<file path="src/rtl/led_seq_pkg.sv">
// Shared types and helpers for the LED pattern sequencer: phase codes,
// run-mode codes, per-phase step counts and the per-step LED pattern.
package led_seq_pkg;

    localparam int unsigned PAT_MAX_W = 64;

    typedef enum logic [2:0] {
        PH_BLANK  = 3'd0,
        PH_WALK   = 3'd1,
        PH_FILL   = 3'd2,
        PH_BOUNCE = 3'd3,
        PH_BLINK  = 3'd4,
        PH_HALVES = 3'd5,
        PH_GAP    = 3'd6
    } phase_e;

    localparam logic [1:0] MODE_AUTO   = 2'd0;
    localparam logic [1:0] MODE_LOOP   = 2'd1;
    localparam logic [1:0] MODE_STEP   = 2'd2;
    localparam logic [1:0] MODE_FREEZE = 2'd3;

    // Number of steps spent in a phase
    function automatic int unsigned phase_len(input phase_e ph, input int unsigned w,
                                              input int unsigned blink_n,
                                              input int unsigned half_n,
                                              input int unsigned gap_n);
        int unsigned len;
        case (ph)
            PH_WALK, PH_FILL: len = w;
            PH_BOUNCE:        len = 2 * w;
            PH_BLINK:         len = blink_n;
            PH_HALVES:        len = half_n;
            PH_GAP:           len = gap_n;
            default:          len = 1;
        endcase
        return len;
    endfunction

    // Longest phase; sizes the step index
    function automatic int unsigned max_phase_len(input int unsigned w,
                                                  input int unsigned blink_n,
                                                  input int unsigned half_n,
                                                  input int unsigned gap_n);
        int unsigned m;
        m = 2 * w;
        if (blink_n > m) m = blink_n;
        if (half_n > m)  m = half_n;
        if (gap_n > m)   m = gap_n;
        return m;
    endfunction

    // Phase order of the show, GAP wraps back to BLANK
    function automatic phase_e next_phase(input phase_e ph);
        phase_e nx;
        case (ph)
            PH_BLANK:  nx = PH_WALK;
            PH_WALK:   nx = PH_FILL;
            PH_FILL:   nx = PH_BOUNCE;
            PH_BOUNCE: nx = PH_BLINK;
            PH_BLINK:  nx = PH_HALVES;
            PH_HALVES: nx = PH_GAP;
            default:   nx = PH_BLANK;
        endcase
        return nx;
    endfunction

    // LED pattern for step k of a phase; only the low w bits are meaningful
    function automatic logic [PAT_MAX_W-1:0] led_pattern(input phase_e ph, input int unsigned k,
                                                         input int unsigned w);
        logic [PAT_MAX_W-1:0] ones;
        logic [PAT_MAX_W-1:0] lo;
        logic [PAT_MAX_W-1:0] pat;
        ones = {PAT_MAX_W{1'b1}} >> (PAT_MAX_W - w);
        lo   = ones >> (w / 2);
        pat  = '0;
        case (ph)
            PH_WALK:   pat = PAT_MAX_W'(1) << (w - 1 - k);
            PH_FILL:   pat = (ones << k) & ones;
            PH_BOUNCE: pat = (k < w) ? (PAT_MAX_W'(1) << (w - 1 - k)) : (PAT_MAX_W'(1) << (k - w));
            PH_BLINK:  pat = k[0] ? '0 : ones;
            PH_HALVES: pat = k[0] ? (lo << (w / 2)) : lo;
            default:   pat = '0;
        endcase
        return pat;
    endfunction

endpackage

</file>
<file path="src/rtl/led_seq_prescaler.sv">
// Free-running step-rate prescaler with a speed-selectable strobe.
module led_seq_prescaler #(
    parameter int unsigned PRESCALE_W = 23
) (
    input  logic       i_clk,
    input  logic       i_rst,
    input  logic [1:0] i_speed,
    output logic [2:0] o_pre_lo,
    output logic       o_tick_c
);

    logic [PRESCALE_W-1:0] r_pre;
    logic [PRESCALE_W-1:0] w_mask;

    // Counter wraps naturally; never cleared except by reset
    always_ff @(posedge i_clk) begin
        if (i_rst) begin
            r_pre <= '0;
        end else begin
            r_pre <= r_pre + PRESCALE_W'(1);
        end
    end

    // Each speed step halves the period by dropping one compared MSB
    assign w_mask   = {PRESCALE_W{1'b1}} >> i_speed;
    assign o_tick_c = &(r_pre | ~w_mask);
    assign o_pre_lo = r_pre[2:0];

endmodule

</file>
<file path="src/rtl/led_pattern_seq.sv">
// Seven-phase LED show sequencer with AUTO/LOOP/STEP/FREEZE run modes.
// Optional macro LEDSEQ_PWM_EN gates the LED register with a dim duty cycle.
module led_pattern_seq
    import led_seq_pkg::*;
#(
    parameter int unsigned WIDTH      = 8,
    parameter int unsigned PRESCALE_W = 23,
    parameter int unsigned BLINK_N    = 21,
    parameter int unsigned HALF_N     = 17,
    parameter int unsigned GAP_N      = 31
) (
    input  logic             clk25,
    input  logic             rst,
    input  logic [1:0]       mode,
    input  logic [1:0]       speed,
    input  logic             step,
    input  logic [2:0]       dim,
    output logic [WIDTH-1:0] leds,
    output logic [2:0]       phase,
    output logic             tick
);

    localparam int unsigned MAX_L = max_phase_len(WIDTH, BLINK_N, HALF_N, GAP_N);
    localparam int unsigned IDX_W = $clog2(MAX_L);

    phase_e             r_phase;
    phase_e             w_phase_nxt;
    logic [IDX_W-1:0]   r_idx;
    logic [IDX_W-1:0]   w_idx_nxt;
    logic               r_step_q;
    logic [WIDTH-1:0]   r_leds;
    logic [WIDTH-1:0]   w_pat;
    logic [2:0]         w_pre_lo;
    logic               w_tick;
    logic               w_adv;
    logic               w_last;
    int unsigned        w_len;

    led_seq_prescaler #(
        .PRESCALE_W (PRESCALE_W)
    ) u_prescaler (
        .i_clk    (clk25),
        .i_rst    (rst),
        .i_speed  (speed),
        .o_pre_lo (w_pre_lo),
        .o_tick_c (w_tick)
    );

    assign w_len  = phase_len(r_phase, WIDTH, BLINK_N, HALF_N, GAP_N);
    assign w_last = (32'(r_idx) >= (w_len - 1));
    assign w_pat  = WIDTH'(led_pattern(r_phase, 32'(r_idx), WIDTH));

    // Phase and step-index state register
    always_ff @(posedge clk25) begin
        if (rst) begin
            r_phase <= PH_BLANK;
            r_idx   <= '0;
        end else begin
            r_phase <= w_phase_nxt;
            r_idx   <= w_idx_nxt;
        end
    end

    // Advance decision and next phase/index; illegal codes fall back to BLANK
    always_comb begin
        w_phase_nxt = r_phase;
        w_idx_nxt   = r_idx;
        w_adv       = 1'b0;
        case (mode)
            MODE_AUTO, MODE_LOOP: w_adv = w_tick;
            MODE_STEP:            w_adv = step & ~r_step_q;
            default:              w_adv = 1'b0;
        endcase
        case (r_phase)
            PH_BLANK, PH_WALK, PH_FILL, PH_BOUNCE, PH_BLINK, PH_HALVES, PH_GAP: begin
                if (w_adv) begin
                    if (!w_last) begin
                        w_idx_nxt = r_idx + IDX_W'(1);
                    end else begin
                        w_idx_nxt = '0;
                        if (mode != MODE_LOOP) begin
                            w_phase_nxt = next_phase(r_phase);
                        end
                    end
                end
            end
            default: begin
                w_phase_nxt = PH_BLANK;
                w_idx_nxt   = '0;
            end
        endcase
    end

    // Step edge history and registered LED output
    always_ff @(posedge clk25) begin
        if (rst) begin
            r_step_q <= 1'b0;
            r_leds   <= '0;
        end else begin
            r_step_q <= step;
`ifdef LEDSEQ_PWM_EN
            r_leds   <= w_pat & {WIDTH{w_pre_lo <= dim}};
`else
            r_leds   <= w_pat;
`endif
        end
    end

`ifndef LEDSEQ_PWM_EN
    // Dimming inputs have no effect without PWM
    logic w_unused_pwm;
    assign w_unused_pwm = ^{dim, w_pre_lo};
`endif

    assign leds  = r_leds;
    assign phase = r_phase;
    assign tick  = w_tick;

endmodule

</file>
<file path="config.mk">
export PLATFORM = sky130hd
export DESIGN_NAME = led_pattern_seq
export DESIGN_NICKNAME = d
export VERILOG_FILES = /design/src/rtl/led_seq_pkg.sv /design/src/rtl/led_seq_prescaler.sv /design/src/rtl/led_pattern_seq.sv
export SDC_FILE = /design/constraint.sdc
export NUM_CORES = 1
export LEC_CHECK = 0
export ABC_AREA = 1
export CORE_UTILIZATION = 62
export CTS_CLUSTER_SIZE = 14
export DETAILED_ROUTE_END_ITERATION = 6
export GPL_TIMING_DRIVEN = 0
export PLACE_DENSITY = 0.81
export SLEW_MARGIN = 15
export SYNTH_ARGS = -nofsm -noshare
export SYNTH_HDL_FRONTEND = slang
export SYNTH_HIERARCHICAL = 1
export SYNTH_SLANG_ARGS = --single-unit
export TNS_END_PERCENT = 30
</file>
<file path="constraint.sdc">
create_clock -name clk25 -period 4.5 [get_ports clk25]
set_input_delay 1.125 -clock clk25 [delete_from_list [all_inputs] [get_ports clk25]]
set_output_delay 1.125 -clock clk25 [all_outputs]
set_load 0.1 [all_outputs]
</file>
; Word-level counts from Yosys, hierarchy flattened
; Index checks and enable logic that the tools add are counted.
[word_totals]
ram_bits = 0
reg_bits = 40
rom_bits = 0
output_inout_bits = 12
wordCells = 46
n_memories = 0
inputBits = 10
latch_bits = 0
[op_classes]
n_eq_ne = 9
multipliers = 0
n_bitwise = 5
n_lt_le_gt_ge = 2
n_div = 0
reduce_logical = 8
addsub = 5
n_shift = 4
mux = 8
[op_table]
columns = cell, n
row1 = $shl A1 B32 Y8 const A, 2
row2 = $pmux W8 S5, 1
row3 = $ge A5 B32 Y1, 1
row4 = $sub A32 B1 Y32 const B, 1
row5 = $pmux W5 S5, 1
row6 = $mux W8, 3
row7 = $add A23 B1 Y23 const B, 1
row8 = $not A23 Y23, 1
row9 = $or A23 B23 Y23, 1
row10 = $reduce_and A23 Y1, 1
row11 = $shr A23 B2 Y23 const A, 1
row12 = $pmux W3 S6, 1
row13 = $eq A3 B3 Y1 const B, 3
row14 = $shl A8 B5 Y8 const A, 1
row15 = $reduce_or A7 Y1, 1
row16 = $eq A3 B2 Y1 const B, 2
row17 = $reduce_or A2 Y1, 3
row18 = $sub A3 B5 Y6 const A, 1
row19 = $sub A5 B4 Y6 const B, 1
row20 = $add A5 B1 Y5 const B, 1
row21 = $lt A5 B4 Y1 const B, 1
row22 = $mux W5, 1
row23 = $eq A3 B1 Y1 const B, 1
row24 = $logic_not A3 Y1, 1
row25 = 8 further kinds, 9

; Logic depth before layout (Yosys ltp)
[depth]
depth_word = 6
depth_mapped = 15
ltp_nobuf = 15

; By module
; Netlist, hierarchy kept.
[modules_own_cells]
columns = module, area_each_um2, instances, seq_area_each_um2, cells_per_inst
row1 = led_seq_prescaler, 1292.5, 1, 460.4, 175
row2 = led_pattern_seq, 1287.5, 1, 340.3, 186

; Worst setup path before layout
; OpenSTA, ideal clock, no wires.
[synth_timing]
path_type = input port to output port
start = input port speed[1]
end = output port tick
path_slack_ns = 0.821
t_arrival_ns = 2.554
required_time_ns = 3.375
stages = 3
n_path_buf = 0
cell_sequence = o21a_1 -> o22ai_1 -> nor2_1
[synth_via]
elab_chain_len = 4
[synth_rtl]
columns = item, line_no
row1 = start: declaration, led_pattern_seq.sv:15  ; input logic [1:0] speed,
row2 = $shr A23 B2 Y23, led_seq_prescaler.sv:25  ; assign w_mask = {PRESCALE_W{1'b1}} >> i_speed;
row3 = $not A23 Y23, led_seq_prescaler.sv:26  ; assign o_tick_c = &(r_pre | ~w_mask);
row4 = $or A23 B23 Y23, led_seq_prescaler.sv:26
row5 = $reduce_and A23 Y1, led_seq_prescaler.sv:26
row6 = end: declaration, led_pattern_seq.sv:20  ; output logic tick
; No other way between the ends.

; Final worst setup path
; Same ends and word-level chain as after synthesis.

==> results.txt <==
status - complete, no violations
mean area per synthesized cell - 7.14 sq um
# DRC - 0
initial antenna violation count - 0
critical path data arrival time - 3.20 ns
DR vias/cell - 5.49
placed cell areas - 0.00280 sq mm
final global-route overflow total - 0
maximum VDD drop - 0.222 mV
die area - 0.00439 sq mm
CTS max path bufs - 2
startpoint types - input pin
clock sinks - 40
syn_nets - 381
Slew Limit Fails - 0
final std cells w/o fill - 431
cts bufs inserted - 5
worst hold margin - 0.453 ns
Rows - 22
share of layout cells above drive strength 1 - 14.4%
DRC violation total after the first TritonRoute iteration - 252
# H-tree levels - 2
actual slew at the worst max-slew pin - 0.979 ns
post-layout util - 75.8%
CP Max Fanout - 2
total core area - 0.00380 sq mm
# fillers - 306
sum of routed wire length over all layers - 5.32 mm
largest net degree at the start of global routing - 13
vias in the first global route - 2,073
Reg clk slew, reported paths - 0.07 ns
max cap viols - 0
# IOs - 22
WL/cell - 12.4 um
YS warnings - 6
starting density of the core - 67.3%
Worst Clk Skew - 0.00725 ns
minimum clock period - 4.33 ns
RSZ-0062 raised after global routing - no
Max-slew headroom - 34.5%
Max Freq - 231 MHz
# Post-CTS Setup Buffers - 0
TNS Setup - 0 ns
post-synthesis cell count - 358
nets - 406
DP HPWL - 4.05 mm
Final Setup Violations - 0
1st-pass router iterations - 4
routability cong. - 0.945
worst skew pair latency - 0.29 ns
Worst Setup End Kind - output port
post-placement cell count - 424
routed vias - 2,368
Synth Cell Area - 0.00256 sq mm
global-route wire length before repair - 9.11 mm
type of the worst setup path - in2out
Clock Root Buffer - clkbuf_8
CTS Hold Bufs - 0
die width - 66.2 um
PwrDens - 232 mW/mm^2
antenna cells - 0
cts repair resizes - 0
Area Overhead vs Synth - 12.6%
CTS tree - built
Leak - 0.00134 uW
antenna viol nets, final - 0
die height - 66.2 um
Worst EP required - 3.38 ns
Tot GR Track Use - 27.3%
IO Port Bufs - 18
crit share post-route - 96.1%
hold crit path type - reg2reg
Final Hold Vio Count - 0
fin area - 0.00288 sq mm
==> state kept, by name, summed over array words and instances, names as in the netlist <==
name               count
phase                  3
r_idx                  5
r_step_q               1
u_prescaler/r_pre     23
leds                   8
==> layer usage <==
metal,track usage [%],up-vias,part of all wire (%)
met3,6.55,6,7.1
met1,36.4,1070,47
met2,44.4,85,46
met4,6.12,0,0.69
li1,-,1207,-
met5,0,-,0
==> power by group <==
part	internal (uW)	switching (uW)
clock	105	124
sequential	358	5.53
combinational	24.0	50.3
==> path summary, 6_finish.rpt <==
path                                           start              endpoint  slack [ns]  cells past startpoint
worst max-delay path                        speed[1]                  tick        0.17                      5
worst min-delay path            u_prescaler/r_pre[0]  u_prescaler/r_pre[0]        0.45                      1
worst max register to register              phase[1]              r_idx[1]        2.13                     11
worst min register to register  u_prescaler/r_pre[0]  u_prescaler/r_pre[0]        0.45                      1
==> final cells by class <==
cell class                 count  area (sq um)  share of cell area [%]
multi-input combinational    265          1550                    54.0
sequential                    40           801                    27.8
inverter                      50           188                    6.52
timing repair buffer          18           180                    6.26
clock buffer                   5          68.8                    2.39
tap                           48          60.1                    2.09
buffer                         3          15.0                   0.522
clock inverter                 2          12.5                   0.435
==> through the flow <==
step / setup WS [ns] / power, uW
2_1_floorplan: 0.821 / 425
3_3_place_gp: 0.217 / 444
3_5_place_dp: 0.196 / 446
4_1_cts: 0.197 / 672
5_1_grt: 0.124 / 697
6_report: 0.175 / 667
==> cells in the final DEF (no fill, tap or decap), types with 2 or more instances in the layout <==
master            n
nand2_1          69
nor2_1           55
inv_1            40
dfxtp_1          40
nand3_1          22
clkdlybuf4s50_1  18
a21oi_1          15
ha_1             13
nand4_1          10
nand2_2           9
o21ai_0           9
nor3_1            8
inv_2             7
xor2_1            6
nand2_4           5
nor2_8            5
o21ai_1           5
clkbuf_8          5
nor2_2            4
nor2_4            4
buf_2             3
nand3_2           3
a21oi_2           3
clkinv_1          3
o21a_1            3
nor3_4            2
o2111ai_1         2
and2_1            2
==> critical path, stage by stage <==
cell and delay, ns:
clkdlybuf4s50_1 0.48, o21a_1 0.11, o22ai_1 0.07, nor2_1 0.23
clkdlybuf4s50_1 1.19
No activity file was read; power rests on OpenSTA's default activity.
